==> src/rtl/core_pipe_pkg.sv <==
// Shared definitions for the RV64 pipeline stage registers: control-bit
// positions, per-stage payload widths and the NOP control word.
package core_pipe_pkg;

    // Control-bit positions inside the ctrl field.
    localparam int CTRL_BRANCH   = 0;
    localparam int CTRL_MEMWRITE = 1;
    localparam int CTRL_MEMREAD  = 2;
    localparam int CTRL_MEMTOREG = 3;
    localparam int CTRL_REGWRITE = 4;
    localparam int CTRL_ALUSRC   = 5;
    localparam int CTRL_ALUOP    = 6;  // ALUop occupies [CTRL_ALUOP+1:CTRL_ALUOP]
    localparam int CTRL_ALUOP_W  = 2;

    // Control width is common to all stages; bit 8 is spare.
    localparam int PIPE_CTRL_W   = 9;

    // Per-stage ctrl/data widths.
    localparam int IF_ID_CTRL_W  = PIPE_CTRL_W;
    localparam int IF_ID_DATA_W  = 96;   // PC + instruction
    localparam int ID_EX_CTRL_W  = PIPE_CTRL_W;
    localparam int ID_EX_DATA_W  = 283;  // PC, RD1, RD2, Immgen, func, func3, rd, rs1, rs2
    localparam int EX_MEM_CTRL_W = PIPE_CTRL_W;
    localparam int EX_MEM_DATA_W = 197;  // PC, ALU result, RD2, rd
    localparam int MEM_WB_CTRL_W = PIPE_CTRL_W;
    localparam int MEM_WB_DATA_W = 133;  // load data, ALU result, rd

    // A NOP carries no side effects: every control bit low.
    localparam logic [PIPE_CTRL_W-1:0] NOP_CTRL = '0;

endpackage

==> src/rtl/pipe_skid_slot.sv <==
// One pipeline slot: a valid bit plus ctrl and data fields. Valid and ctrl
// load together; data has its own enable so a NOP or an emptied slot can
// keep its previous payload. Clear kills the entry and zeroes ctrl.
module pipe_skid_slot #(
    parameter int CTRL_W   = 9,
    parameter int DATA_W   = 283,
    parameter bit CLR_DATA = 1'b1
) (
    input  logic              clk,
    input  logic              rst_n,
    input  logic              clr,
    input  logic              load,
    input  logic              load_data,
    input  logic              d_valid,
    input  logic [CTRL_W-1:0] d_ctrl,
    input  logic [DATA_W-1:0] d_data,
    output logic              q_valid,
    output logic [CTRL_W-1:0] q_ctrl,
    output logic [DATA_W-1:0] q_data
);

    // Slot state: reset > clear > load.
    always_ff @(posedge clk) begin
        if (!rst_n) begin
            // NOTE: the data field is reset as well because the stage must present out_data = 0 after reset.
            q_valid <= 1'b0;
            q_ctrl  <= '0;
            q_data  <= '0;
        end else if (clr) begin
            // NOTE: non-blocking assignments so every register samples pre-edge values.
            q_valid <= 1'b0;
            q_ctrl  <= '0;
            if (CLR_DATA) begin
                q_data <= '0;
            end
        end else begin
            if (load) begin
                q_valid <= d_valid;
                q_ctrl  <= d_ctrl;
            end
            if (load_data) begin
                q_data <= d_data;
            end
        end
    end

endmodule

==> src/rtl/pipe_stage_reg.sv <==
// Hazard-aware pipeline stage register: valid/ready handshake, optional
// 2-entry skid buffer, flush and load-use bubble insertion, and saturating
// flush/bubble event counters.
module pipe_stage_reg
    import core_pipe_pkg::*;
#(
    parameter int CTRL_W   = ID_EX_CTRL_W,
    parameter int DATA_W   = ID_EX_DATA_W,
    parameter bit CLR_DATA = 1'b1,
    parameter bit SKID_EN  = 1'b1,
    parameter int CNT_W    = 16
) (
    input  logic              clk,
    input  logic              rst_n,
    input  logic              flush,
    input  logic              bubble,
    input  logic              in_valid,
    output logic              in_ready,
    input  logic [CTRL_W-1:0] in_ctrl,
    input  logic [DATA_W-1:0] in_data,
    output logic              out_valid,
    input  logic              out_ready,
    output logic [CTRL_W-1:0] out_ctrl,
    output logic [DATA_W-1:0] out_data,
    output logic [CNT_W-1:0]  flush_cnt,
    output logic [CNT_W-1:0]  bubble_cnt
);

    logic              head_valid;
    logic [CTRL_W-1:0] head_ctrl;
    logic [DATA_W-1:0] head_data;
    logic              skid_valid;
    logic [CTRL_W-1:0] skid_ctrl;
    logic [DATA_W-1:0] skid_data;

    logic              bubble_pend;
    logic              bubble_pend_d;
    logic              bubble_eff;
    logic              bubble_ins;
    logic              head_free;
    logic              stage_ready;
    logic              in_fire;

    logic              head_load;
    logic              head_load_data;
    logic              head_d_valid;
    logic [CTRL_W-1:0] head_d_ctrl;
    logic [DATA_W-1:0] head_d_data;
    logic              skid_load;
    logic              skid_load_data;
    logic              skid_d_valid;
    logic              skid_valid_nxt;

    // A bubble (fresh or pending) holds upstream; flush overrides it.
    assign bubble_eff = (bubble | bubble_pend) & ~flush;
    // The head can take a new entry when it is empty or being consumed.
    assign head_free  = ~head_valid | out_ready;
    assign in_ready   = stage_ready & ~bubble_eff;
    assign in_fire    = in_valid & in_ready;

    assign out_valid  = head_valid;
    assign out_ctrl   = head_ctrl;
    assign out_data   = head_data;

    // Next-entry routing for head and skid: flush > bubble > transfer.
    always_comb begin
        // NOTE: every signal gets a default first so no latch is inferred.
        head_load      = 1'b0;
        head_load_data = 1'b0;
        head_d_valid   = 1'b0;
        head_d_ctrl    = CTRL_W'(NOP_CTRL);
        head_d_data    = '0;
        skid_load      = 1'b0;
        skid_load_data = 1'b0;
        skid_d_valid   = 1'b0;
        bubble_ins     = 1'b0;
        bubble_pend_d  = bubble_pend;

        if (flush) begin
            bubble_pend_d = 1'b0;
        end else if (bubble_eff) begin
            if (head_free) begin
                head_load      = 1'b1;
                head_d_valid   = 1'b1;
                head_load_data = CLR_DATA;
                bubble_ins     = 1'b1;
                bubble_pend_d  = 1'b0;
            end else begin
                bubble_pend_d  = 1'b1;
            end
        end else if (head_free) begin
            if (skid_valid) begin
                head_load      = 1'b1;
                head_load_data = 1'b1;
                head_d_valid   = 1'b1;
                head_d_ctrl    = skid_ctrl;
                head_d_data    = skid_data;
                skid_load      = 1'b1;
                skid_d_valid   = in_fire;
                skid_load_data = in_fire;
            end else if (in_fire) begin
                head_load      = 1'b1;
                head_load_data = 1'b1;
                head_d_valid   = 1'b1;
                head_d_ctrl    = in_ctrl;
                head_d_data    = in_data;
            end else if (head_valid) begin
                head_load      = 1'b1;
            end
        end else if (in_fire) begin
            skid_load      = 1'b1;
            skid_d_valid   = 1'b1;
            skid_load_data = 1'b1;
        end
    end

    assign skid_valid_nxt = flush ? 1'b0 : (skid_load ? skid_d_valid : skid_valid);

    pipe_skid_slot #(
        .CTRL_W   (CTRL_W),
        .DATA_W   (DATA_W),
        .CLR_DATA (CLR_DATA)
    ) u_head (
        .clk       (clk),
        .rst_n     (rst_n),
        .clr       (flush),
        .load      (head_load),
        .load_data (head_load_data),
        .d_valid   (head_d_valid),
        .d_ctrl    (head_d_ctrl),
        .d_data    (head_d_data),
        .q_valid   (head_valid),
        .q_ctrl    (head_ctrl),
        .q_data    (head_data)
    );

    generate
        if (SKID_EN) begin : g_skid
            logic rdy_q;

            pipe_skid_slot #(
                .CTRL_W   (CTRL_W),
                .DATA_W   (DATA_W),
                .CLR_DATA (CLR_DATA)
            ) u_skid (
                .clk       (clk),
                .rst_n     (rst_n),
                .clr       (flush),
                .load      (skid_load),
                .load_data (skid_load_data),
                .d_valid   (skid_d_valid),
                .d_ctrl    (in_ctrl),
                .d_data    (in_data),
                .q_valid   (skid_valid),
                .q_ctrl    (skid_ctrl),
                .q_data    (skid_data)
            );

            // Registered ready tracks an empty skid; low while in reset.
            always_ff @(posedge clk) begin
                if (!rst_n) begin
                    rdy_q <= 1'b0;
                end else begin
                    rdy_q <= ~skid_valid_nxt;
                end
            end

            assign stage_ready = rdy_q;
        end else begin : g_noskid
            assign skid_valid  = 1'b0;
            assign skid_ctrl   = '0;
            assign skid_data   = '0;
            assign stage_ready = out_ready | ~head_valid;
        end
    endgenerate

    // Pending-bubble flag and saturating flush/bubble counters.
    always_ff @(posedge clk) begin
        if (!rst_n) begin
            bubble_pend <= 1'b0;
            flush_cnt   <= '0;
            bubble_cnt  <= '0;
        end else begin
            bubble_pend <= bubble_pend_d;
            if (flush && (head_valid || skid_valid) && flush_cnt != '1) begin
                flush_cnt <= flush_cnt + CNT_W'(1);
            end
            if (bubble_ins && bubble_cnt != '1) begin
                bubble_cnt <= bubble_cnt + CNT_W'(1);
            end
        end
    end

endmodule

==> config.mk <==
export PLATFORM = sky130hd
export DESIGN_NAME = pipe_stage_reg
export DESIGN_NICKNAME = d
export VERILOG_FILES = /design/src/rtl/core_pipe_pkg.sv /design/src/rtl/pipe_skid_slot.sv /design/src/rtl/pipe_stage_reg.sv
export SDC_FILE = /design/constraint.sdc
export NUM_CORES = 2
export LEC_CHECK = 0
export CAP_MARGIN = 20
export CORE_AREA = 2 2 246 248
export DETAILED_ROUTE_END_ITERATION = 12
export DIE_AREA = 0 0 248 250
export PLACE_DENSITY = 0.75
export SLEW_MARGIN = 20
export SYNTH_ARGS = -nofsm -noshare
export SYNTH_HDL_FRONTEND = slang
export SYNTH_SLANG_ARGS = --single-unit
==> constraint.sdc <==
create_clock -name clk -period 2.4 [get_ports clk]
set_input_delay 0.24 -clock clk [delete_from_list [all_inputs] [get_ports clk]]
set_output_delay 0.24 -clock clk [all_outputs]
set_load 0.02 [all_outputs]
==> reports/results.ini <==
[drt]
drt-initial-drc-count = 2386
wire_per_inst_um = 18.5
via_count = 21400
detailedRoute.firstPassIterationCount = 12
final_antenna_net_count = 0
drt_drc = 0
vias_per_cell = 5.50
wl_um = 72200

[placed_design]
gpl.final_weighted_congestion = 0.813
portBuffers = 623
dp.cells = 3777
detailed_place_hpwl_um = 48500
pre_cts_slack_ns = -0.0646

[floorplanning]
initial_utilization = 0.374
floorplan.io_pins = 624
floorplan.die.width_um = 248
die_area_mm2 = 0.0620
placeableCoreArea_mm2 = 0.0596
placementRows = 90
die_height_um = 250

[setup_path]
crit_path_end_kind = flop
cp-start-kind = flop
cpMaxStageDelayCell = sky130_fd_sc_hd__dfxtp_1
timing.critical_path.required_ns = 2.87
critPathMaxFanout = 9
critical_path.cell_chain = and2b_1 > buf_4 > nand2_1 > a2111oi_2 > buf_4 > mux2i_1 > nor2_1
slowest_delay_ns = 0.52
cp_data_arrival_time_ns = 2.65
critPathMostFrequentCell = sky130_fd_sc_hd__buf_4
critPathKind = flop to flop

[logic_synthesis]
synth.yosys.warnings = 0
yosys_register_bits = 620
synth_nets = 2788
synth-edff-count = 0
post_synth_inst_count = 2488
async_flop_share = 0
netlist-cell-type-count = 51
synthFlopType = sky130_fd_sc_hd__dfxtp_1
synth-seq-area-share = 0.557
post_synth.cell_area_avg_um2 = 8.95
synthesis.area_mm2 = 0.0223

[sta]
layout_min_cycle_time_ns = 2.18
setup_ws_ns = 0.224
whs_ns = 0.227
drv_slew = 0
setup_repair_after_global_routing_missed_its_margin = no
max_freq_mhz = 460
final_min_period_over_clock_period = 0.907
setup-violations-final = 0
timing_hold_violations_final = 0
skew_ns = 0.0195
tightest_slew_ns = 0.778
slew-limit-headroom = 0.480

[cts]
cts.hold.buffers_added = 0
postCtsSetupRepairBufs = 0
cts.reportedPaths.clkPinSlew_ns = 0.06
clkLatencyLatePin_ns = 0.59
cts_tree = done
root_buffer = sky130_fd_sc_hd__clkbuf_16
cts_buffer_count = 66
cts_sink_count = 620
clock_path_buffers = 3
cts-htree-levels = 3

[power]
leakagePower_nw = 10.7
seq_power_share = 0.469
net-switching-power_mw = 4.95
fin_total_pwr_mw = 22.1
cellPowerDensity_mw_per_mm2 = 686
p_sw_frac = 0.224
ir_drop_v = 0.000564
cellInternalPower_mw = 17.2
power.share.combinational = 0.065
share_of_power_burned_in_the_clock_network = 0.466

[cells_and_area]
layout_commonest_cell = sky130_fd_sc_hd__clkdlybuf4s50_1
finish.net_count = 3363
finalNonFillerCells = 3896
synthToLayoutAreaGrowth_pct = 44.8
finish.utilization = 0.542
layout.cells.most_common_list = sky130_fd_sc_hd__clkdlybuf4s50_1, sky130_fd_sc_hd__dfxtp_1, sky130_fd_sc_hd__nand2_1
drive_above_1_share = 0.0768

[global_routing]
antenna_found_initial = 5
number_of_global_route_vias_before_repair = 20100
grt_first_pass_wirelength_um = 111000
track_usage = 0.220
overflow_left_after_global_routing = 0
grt_max_degree = 67

[status]
outcome = finished, final reports clean

[min_path]
hold_path.class = input pin to flop

[run]
drv_cap = 0

per-layer routing:
metal,global-route usage,share of wire,up-vias
li1,-,-,10100
met1,0.277,0.40,10200
met3,0.0552,0.092,165
met5,0,0.00037,-
met2,0.354,0.47,992
met4,0.101,0.038,4
synth_stat cells (2+ instances only):
| library cell | number | area [µm²] |
|---|---|---|
| sky130_fd_sc_hd__xor2_1 | 10 | 87.6 |
| sky130_fd_sc_hd__a211oi_1 | 2 | 15.0 |
| sky130_fd_sc_hd__nor3b_1 | 2 | 15.0 |
| sky130_fd_sc_hd__nor4b_1 | 2 | 17.5 |
| sky130_fd_sc_hd__ha_1 | 2 | 25.0 |
| sky130_fd_sc_hd__and2_1 | 25 | 156 |
| sky130_fd_sc_hd__a222oi_1 | 283 | 2830 |
| sky130_fd_sc_hd__dfxtp_1 | 620 | 12400 |
| sky130_fd_sc_hd__buf_1 | 11 | 41.3 |
| sky130_fd_sc_hd__nor2_1 | 301 | 1130 |
| sky130_fd_sc_hd__nor3_1 | 7 | 35.0 |
| sky130_fd_sc_hd__o31ai_2 | 3 | 37.5 |
| sky130_fd_sc_hd__mux2i_1 | 10 | 100 |
| sky130_fd_sc_hd__buf_2 | 83 | 415 |
| sky130_fd_sc_hd__inv_1 | 5 | 18.8 |
| sky130_fd_sc_hd__a22o_1 | 9 | 78.8 |
| sky130_fd_sc_hd__o21ai_1 | 2 | 10.0 |
| sky130_fd_sc_hd__o21ai_0 | 11 | 55.1 |
| sky130_fd_sc_hd__o211ai_2 | 2 | 25.0 |
| sky130_fd_sc_hd__nand2b_1 | 5 | 31.3 |
| sky130_fd_sc_hd__o21a_1 | 5 | 37.5 |
| sky130_fd_sc_hd__and4_1 | 2 | 17.5 |
| sky130_fd_sc_hd__nor4_1 | 4 | 25.0 |
| sky130_fd_sc_hd__nand4_1 | 9 | 56.3 |
| sky130_fd_sc_hd__o211ai_1 | 2 | 15.0 |
| sky130_fd_sc_hd__a21oi_1 | 285 | 1430 |
| sky130_fd_sc_hd__or4_1 | 5 | 37.5 |
| sky130_fd_sc_hd__clkbuf_1 | 135 | 507 |
| sky130_fd_sc_hd__nand3_1 | 11 | 55.1 |
| sky130_fd_sc_hd__nor2b_1 | 3 | 18.8 |
| sky130_fd_sc_hd__nand2_1 | 600 | 2250 |
| sky130_fd_sc_hd__xnor2_1 | 13 | 114 |
through the flow:
stage / area, µm² / setup TNS (ns)
after floorplan: 22300 / 0
after global routing: 32300 / 0
final: 32300 / 0
after CTS: 32200 / 0
after global placement: 30000 / -0.111
after detailed placement: 30000 / -3.55
state kept, by name, indices dropped and copies added, names as in the netlist:
signal,count
u_head.q_data,283
flush_cnt,16
u_head.q_ctrl,9
g_skid.u_skid.q_data,283
g_skid.rdy_q,1
bubble_cnt,16
g_skid.u_skid.q_valid,1
g_skid.u_skid.q_ctrl,9
bubble_pend,1
u_head.q_valid,1
power groups by stage:
stage / Clock [mW] / Combinational [mW] / Sequential [mW]
after detailed placement: 0 / 1.43 / 10.6
after global placement: 0 / 1.42 / 10.6
after global routing: 10.9 / 1.53 / 10.4
after floorplan: 0 / 0.442 / 10.6
final: 10.3 / 1.44 / 10.4
after CTS: 10.5 / 1.44 / 10.4
cells by family after synthesis:
group | after synthesis | share of synthesized area
and+or+nand+nor | 985 | 0.176
DFF | 620 | 0.557
AOI/OAI and AO/OA | 614 | 0.208
buffers and inverters | 234 | 0.0441
xor gates and xnor gates | 23 | 0.00904
muxes | 10 | 0.00449
adders and majority gates | 2 | 0.00112
final timing paths:
path	slack, ns	to	cells after the start	start
worst min register to register	0.45	g_skid.u_skid.q_data[71]$_SDFFE_PP0P_	2	g_skid.u_skid.q_data[71]$_SDFFE_PP0P_
worst min-delay path	0.23	g_skid.u_skid.q_data[169]$_SDFFE_PP0P_	3	in_data[169]
worst max-delay path	0.22	g_skid.u_skid.q_ctrl[1]$_SDFFE_PP0P_	7	u_head.q_valid$_SDFFE_PP0P_
worst max register to register	0.22	g_skid.u_skid.q_ctrl[1]$_SDFFE_PP0P_	7	u_head.q_valid$_SDFFE_PP0P_
critical path: cells and delay by family, from the launching register on:
family | cells | cell delay (ns)
buf+inv | 2 | 0.46
compound gates | 1 | 0.48
flops | 1 | 0.52
simple gates | 3 | 0.38
mux | 1 | 0.23
cell type report:
cell class / count / area [µm²]
diodes: 2 / 5.00
clock inverters: 19 / 201
well taps: 782 / 978
flip-flops and latches: 620 / 12400
fillers: 5184 / 27300
inverters: 5 / 18.8
clock buffers: 98 / 2030
multi-input cells: 1634 / 8940
repair buffers: 736 / 7670
timing repair:
item / CTS / global route
setup endpoints to repair: 0 / 1
resized for setup: 0 / 1
endpoints found under the hold margin: 0 / 0
No activity file was read; power rests on OpenSTA's default activity.
==> RTL edit 1, RTL diff (same flow settings) <==
Change the parameter `SKID_EN` from 1'b1 to 1'b0.
--- a/src/rtl/pipe_stage_reg.sv
+++ b/src/rtl/pipe_stage_reg.sv
@@ -8,5 +8,5 @@
     parameter int DATA_W   = ID_EX_DATA_W,
     parameter bit CLR_DATA = 1'b1,
-    parameter bit SKID_EN  = 1'b1,
+    parameter bit SKID_EN  = 1'b0,
     parameter int CNT_W    = 16
 ) (
Check against the original RTL: not settled (the Yosys comparison gave no result); the edit may change what the design does.
==> RTL edit 1 against the original RTL <==
Count of clock-buffer cells in the layout is 45 lower; routed wire length is 33% lower; setup slack better by 0.052 ns; sequential share of layout area is 5.5 points lower; cell area is 39% lower; critical path depth is 4 lower; fmax is 2.5% higher; synthesized area is 49% lower; total power is 41% lower; sequential cell count is 294 lower; clock power is 43% lower; sequential power is 46% lower; critical endpoint is now in_ready; largest power group is now the clock network; highest routed layer unchanged.
==> RTL edit 1: results (changes against the original RTL) <==
- Avg Inst Size Synth: 9.69 µm² (was 8.95 µm²)
- Final WL: 48.4 mm (was 72.2 mm)
- Biggest regs: u_head.q_data: 283 flops, bubble_cnt: 16 flops, flush_cnt: 16 flops (was g_skid.u_skid.q_data: 283 flops, u_head.q_data: 283 flops)
- Min-delay src: in_data[33] (was in_data[169])
- Cells after synthesis: 1178 (was 2488)
- Headroom to the max-slew limit: 52.8% (was 48.0%)
- Worst hold path endpoint: u_head.q_data[33] (was g_skid.u_skid.q_data[169])
- Leak Pwr: 6.84 nW (was 10.7 nW)
- Vias in the first global route: 11000 (was 20100)
- Pre-CTS setup slack: 0.196 ns (was -0.0646 ns)
- Initial antenna violation count: 16 (was 5)
- Nets@finish: 2067 (was 3363)
- Placed inst area: 18500 µm² (was 30000 µm²)
- Status: finished, final reports clean (unchanged)
- Maximum fanout along the worst path: 7 (was 9)
- Peak supply drop: 0.479 mV (was 0.564 mV)
- Compound-gate portion of the synthesized area: 22.7% (was 20.8%)
- Worst Path Required: 2.16 ns (was 2.87 ns)
- R2R setup slack: 0.45 ns (was 0.22 ns)
- Non-CTS buffers: 654 (was 736)
- DP HPWL: 35.8 mm (was 48.5 mm)
- RR Endpoint: bubble_cnt[14] (was g_skid.u_skid.q_ctrl[1])
- Worst-Skew Late Latency: 0.55 ns (was 0.59 ns)
- Crit path to: in_ready (was g_skid.u_skid.q_ctrl[1])
- Fraction of area in multi-input gates: 22.1% (was 27.7%)
- # fillers: 6056 (was 5184)
- Worst reg2reg path depth: 5 (was 7)
- Clk tree area frac: 6.32% (was 6.90%)
- Routed vias/inst: 4.46 (was 5.50)
- Detailed Routing Iterations Pass 1: 7 (was 12)
- Multi-In Gates: 741 (was 1634)
- CTS H-tree depth: 2 (was 3)
- Synth top area cells: dfxtp_1, a22oi_1, nor2_1, buf_2, clkbuf_1 (was dfxtp_1, a222oi_1, nand2_1, a21oi_1, nor2_1)
- Initial DRC Count: 679 (was 2386)
- Library cells used by synthesis: 45 (was 51)
- Xor and xnor area share after synthesis: 0.230% (was 0.904%)
- Total CTS buffers: 39 (was 66)
- Final Critical Period: 2.12 ns (was 2.18 ns)
- Clkbuf count: 53 (was 98)
- Mux cell area share after synthesis: 0.175% (was 0.449%)
## RTL edit 1: changes by cell type after synthesis, sizes merged, moves of 8 or more
| cell | unedited run | this run |
|---|---|---|
| dfxtp | 620 | 326 |
| clkbuf | 135 | 43 |
| o31ai | 4 | 12 |
| a22o | 9 | 0 |
| a21oi | 286 | 22 |
| buf | 94 | 63 |
| mux2i | 10 | 2 |
| and2 | 25 | 2 |
| or4 | 5 | 14 |
| a222oi | 283 | 0 |
| xnor2 | 13 | 0 |
| nand2 | 600 | 16 |
| a22oi | 0 | 292 |
## RTL edit 1: worst register-to-register path: cells and delay by family, from the launching register on
kind	cells	cell delay [ns]
and+or+nand+nor	3	1.10
DFF	1	0.41
adders and majority gates	1	0.22
AOI/OAI and AO/OA	1	0.14
## RTL edit 1: per-layer routing
metal,track usage (%),wire (µm),up-vias,part of all wire (%)
li1,-,-,5445,-
met1,15.8,18000,5370,37
met2,24.7,22600,548,47
met3,6.52,5530,94,11
met4,6.55,2190,18,4.5
met5,0,115,-,0.24
==> RTL edit 2, RTL diff (same flow settings) <==
Made on the original files. Register the output `bubble_cnt` once more; this adds one clock of latency there. The other outputs are not delayed to match.
--- a/src/rtl/pipe_stage_reg.sv
+++ b/src/rtl/pipe_stage_reg.sv
@@ -27,4 +27,6 @@
 );
 
+    logic [CNT_W-1:0] bubble_cnt_s0;
+
     logic              head_valid;
     logic [CTRL_W-1:0] head_ctrl;
@@ -180,5 +182,5 @@
             bubble_pend <= 1'b0;
             flush_cnt   <= '0;
-            bubble_cnt  <= '0;
+            bubble_cnt_s0 <= '0;
         end else begin
             bubble_pend <= bubble_pend_d;
@@ -186,10 +188,14 @@
                 flush_cnt <= flush_cnt + CNT_W'(1);
             end
-            if (bubble_ins && bubble_cnt != '1) begin
-                bubble_cnt <= bubble_cnt + CNT_W'(1);
+            if (bubble_ins && bubble_cnt_s0 != '1) begin
+                bubble_cnt_s0 <= bubble_cnt_s0 + CNT_W'(1);
             end
         end
     end
 
+    always_ff @(posedge clk) begin
+        bubble_cnt <= bubble_cnt_s0;
+    end
+
 endmodule
 
Check against the original RTL: not settled (the Yosys comparison gave no result); the edit may change what the design does.
==> RTL edit 2 against the original RTL <==
Synthesized area rose by 20%; final cell count up 23%; cell area grew 14%; sequential cell count grew 16; routed wire length up 18%; die area is the same; setup slack better by 0.076 ns; via count up 21%; total power grew 2.9%; critical endpoint is now in_ready.
==> RTL edit 2: results (changes against the original RTL) <==
- Status: finished, final reports clean (unchanged)
- Mux cell area share after synthesis: 0.267% (was 0.449%)
- Library cells used by synthesis: 45 (was 51)
- Total CTS buffers: 69 (was 66)
- Met3 Usage GRT: 6.12% (was 5.52%)
- Biggest regs: g_skid.u_skid.q_data: 283 flops, u_head.q_data: 283 flops (unchanged)
- Ys Warns: 0 (unchanged)
- Post-Route Skew: 0.0279 ns (was 0.0195 ns)
- Synth top area cells: dfxtp_1, nand2_1, a21oi_1, nand3b_1, a21o_1 (was dfxtp_1, a222oi_1, nand2_1, a21oi_1, nor2_1)
- RR Startpoint: flush_cnt[0] (was u_head.q_valid)
- Worst EP arrival: 1.86 ns (was 2.65 ns)
- Xor and xnor area share after synthesis: 0% (was 0.904%)
- Post-synth net total: 3751 (was 2788)
- Initial DRC Count: 1670 (was 2386)
- Headroom to the max-slew limit: 26.2% (was 48.0%)
- Maximum fanout along the worst path: 13 (was 9)
- Met2 usage: 44.2% (was 35.4%)
- Crit path to: in_ready (was g_skid.u_skid.q_ctrl[1])
- Cells after synthesis: 3451 (was 2488)
- RePlAce Congestion: 0.870 (was 0.813)
- Peak supply drop: 0.629 mV (was 0.564 mV)
- DP HPWL: 58.1 mm (was 48.5 mm)
- Detailed Routing Iterations Pass 1: 6 (was 12)
- Largest net degree at the start of global routing: 265 (was 67)
- Initial antenna violation count: 13 (was 5)
- Seq/Total Area, Yosys: 47.6% (was 55.7%)
- Nets@finish: 4267 (was 3363)
- Fmax: 476 MHz (was 460 MHz)
- Leak Pwr: 11.1 nW (was 10.7 nW)
- Global-route wire length before repair: 132 mm (was 111 mm)
- Family with the most delay on the worst path: buffers and inverters (was flip-flops)
- Min-delay src: in_data[204] (was in_data[169])
- GRT Total Usage: 26.4% (was 22.0%)
- Vias in the first global route: 24400 (was 20100)
- Pre-CTS setup slack: 0.0596 ns (was -0.0646 ns)
- Compound-gate portion of the synthesized area: 21.0% (was 20.8%)
- Placed cells: 4678 (was 3777)
- Slowest stage delay, CP: 0.34 ns (was 0.52 ns)
- Worst reg2reg path depth: 5 (was 7)
- Adder-cell share of the synthesized area: 0.0935% (was 0.112%)
- Commonest cells in the synthesized netlist: nand2_1, dfxtp_1, a21oi_1 (was dfxtp_1, nand2_1, nor2_1)
- R2R setup slack: 0.32 ns (was 0.22 ns)
- M1 GR Usage: 32.9% (was 27.7%)
- Post-Layout Cell Count: 4804 (was 3896)
- Sw power: 5.20 mW (was 4.95 mW)
- Layout cells sized above 1: 6.05% (was 7.68%)
- Via count: 25900 (was 21400)
- Worst setup path start: bubble_pend (was u_head.q_valid)
- Final WL: 85.6 mm (was 72.2 mm)
- RR Endpoint: flush_cnt[12] (was g_skid.u_skid.q_ctrl[1])
==> RTL edit 2: cell count changes after synthesis, moves of 283 or more <==
cell	change
nor2_1	-298
a21oi_1	+326
nand2_1	+557
a222oi_1	-283
nand3b_1	+283
a21o_1	+283
==> RTL edit 2: area by class of cell <==
| cell class | count | area (µm²) |
|---|---|---|
| Multi-Input combinational cell | 2505 | 12800 |
| Antenna cell | 7 | 17.5 |
| Sequential cell | 636 | 12700 |
| Timing Repair Buffer | 750 | 7900 |
| Clock inverter | 14 | 125 |
| Inverter | 5 | 18.8 |
| Clock buffer | 105 | 2120 |
| Tap cell | 782 | 978 |
| Fill cell | 5223 | 22800 |
==> RTL edit 2: metal layers <==
layer  wire, µm  share of wire (%)
met5         88               0.10
met4       2480                2.9
met3       6540                7.6
met2      41300                 48
met1      35200                 41
==> RTL edit 2: power groups by stage <==
stage	registers (mW)	clock network, mW	logic [mW]
2_1_floorplan	10.9	0	0.577
3_3_place_gp	10.8	0	1.61
3_5_place_dp	10.8	0	1.61
4_1_cts	10.6	10.7	1.62
5_1_grt	10.6	11.1	1.72
6_report	10.6	10.5	1.62
==> RTL edit 2: logic make-up after synthesis <==
family / Yosys count
DFF: 636
buffers and inverters: 310
and+or+nand+nor: 1540
muxes: 7
AOI/OAI and AO/OA: 956
adders and majority gates: 2
==> RTL edit 2: repair_timing <==
| item | 4_1_cts | 5_1_grt |
|---|---|---|
| buffers inserted | 0 | 0 |
| endpoints found under the setup margin | 1 | 0 |
| hold buffers | 0 | 0 |
| resized for setup | 1 | 0 |
==> RTL edit 2: worst min path at each step <==
| stage | slack, ns | cells past startpoint | endpoint |
|---|---|---|---|
| final | 0.21 | 3 | g_skid.u_skid.q_data[204] |
| after global routing | 0.20 | 3 | g_skid.u_skid.q_data[204] |
| after floorplan | 0.36 | 0 | bubble_cnt[8] |
| after detailed placement | 0.38 | 0 | bubble_cnt[8] |
| after CTS | 0.18 | 3 | g_skid.u_skid.q_data[39] |
| after global placement | 0.38 | 0 | bubble_cnt[8] |
==> RTL edit 2: stage by stage <==
| step | utilization, % | cell area [µm²] |
|---|---|---|
| global placement | 57.9 | 34500 |
| global route | 61.7 | 36700 |
| detailed placement | 57.9 | 34500 |
| CTS | 61.6 | 36700 |
| finish | 61.7 | 36700 |
| floorplan | - | 26800 |
==> RTL edit 2: tightest hold or removal path, cell delays in order <==
cell and delay [ns]:
clkdlybuf4s50_1 0.42, nand2_1 0.06, a21oi_1 0.05
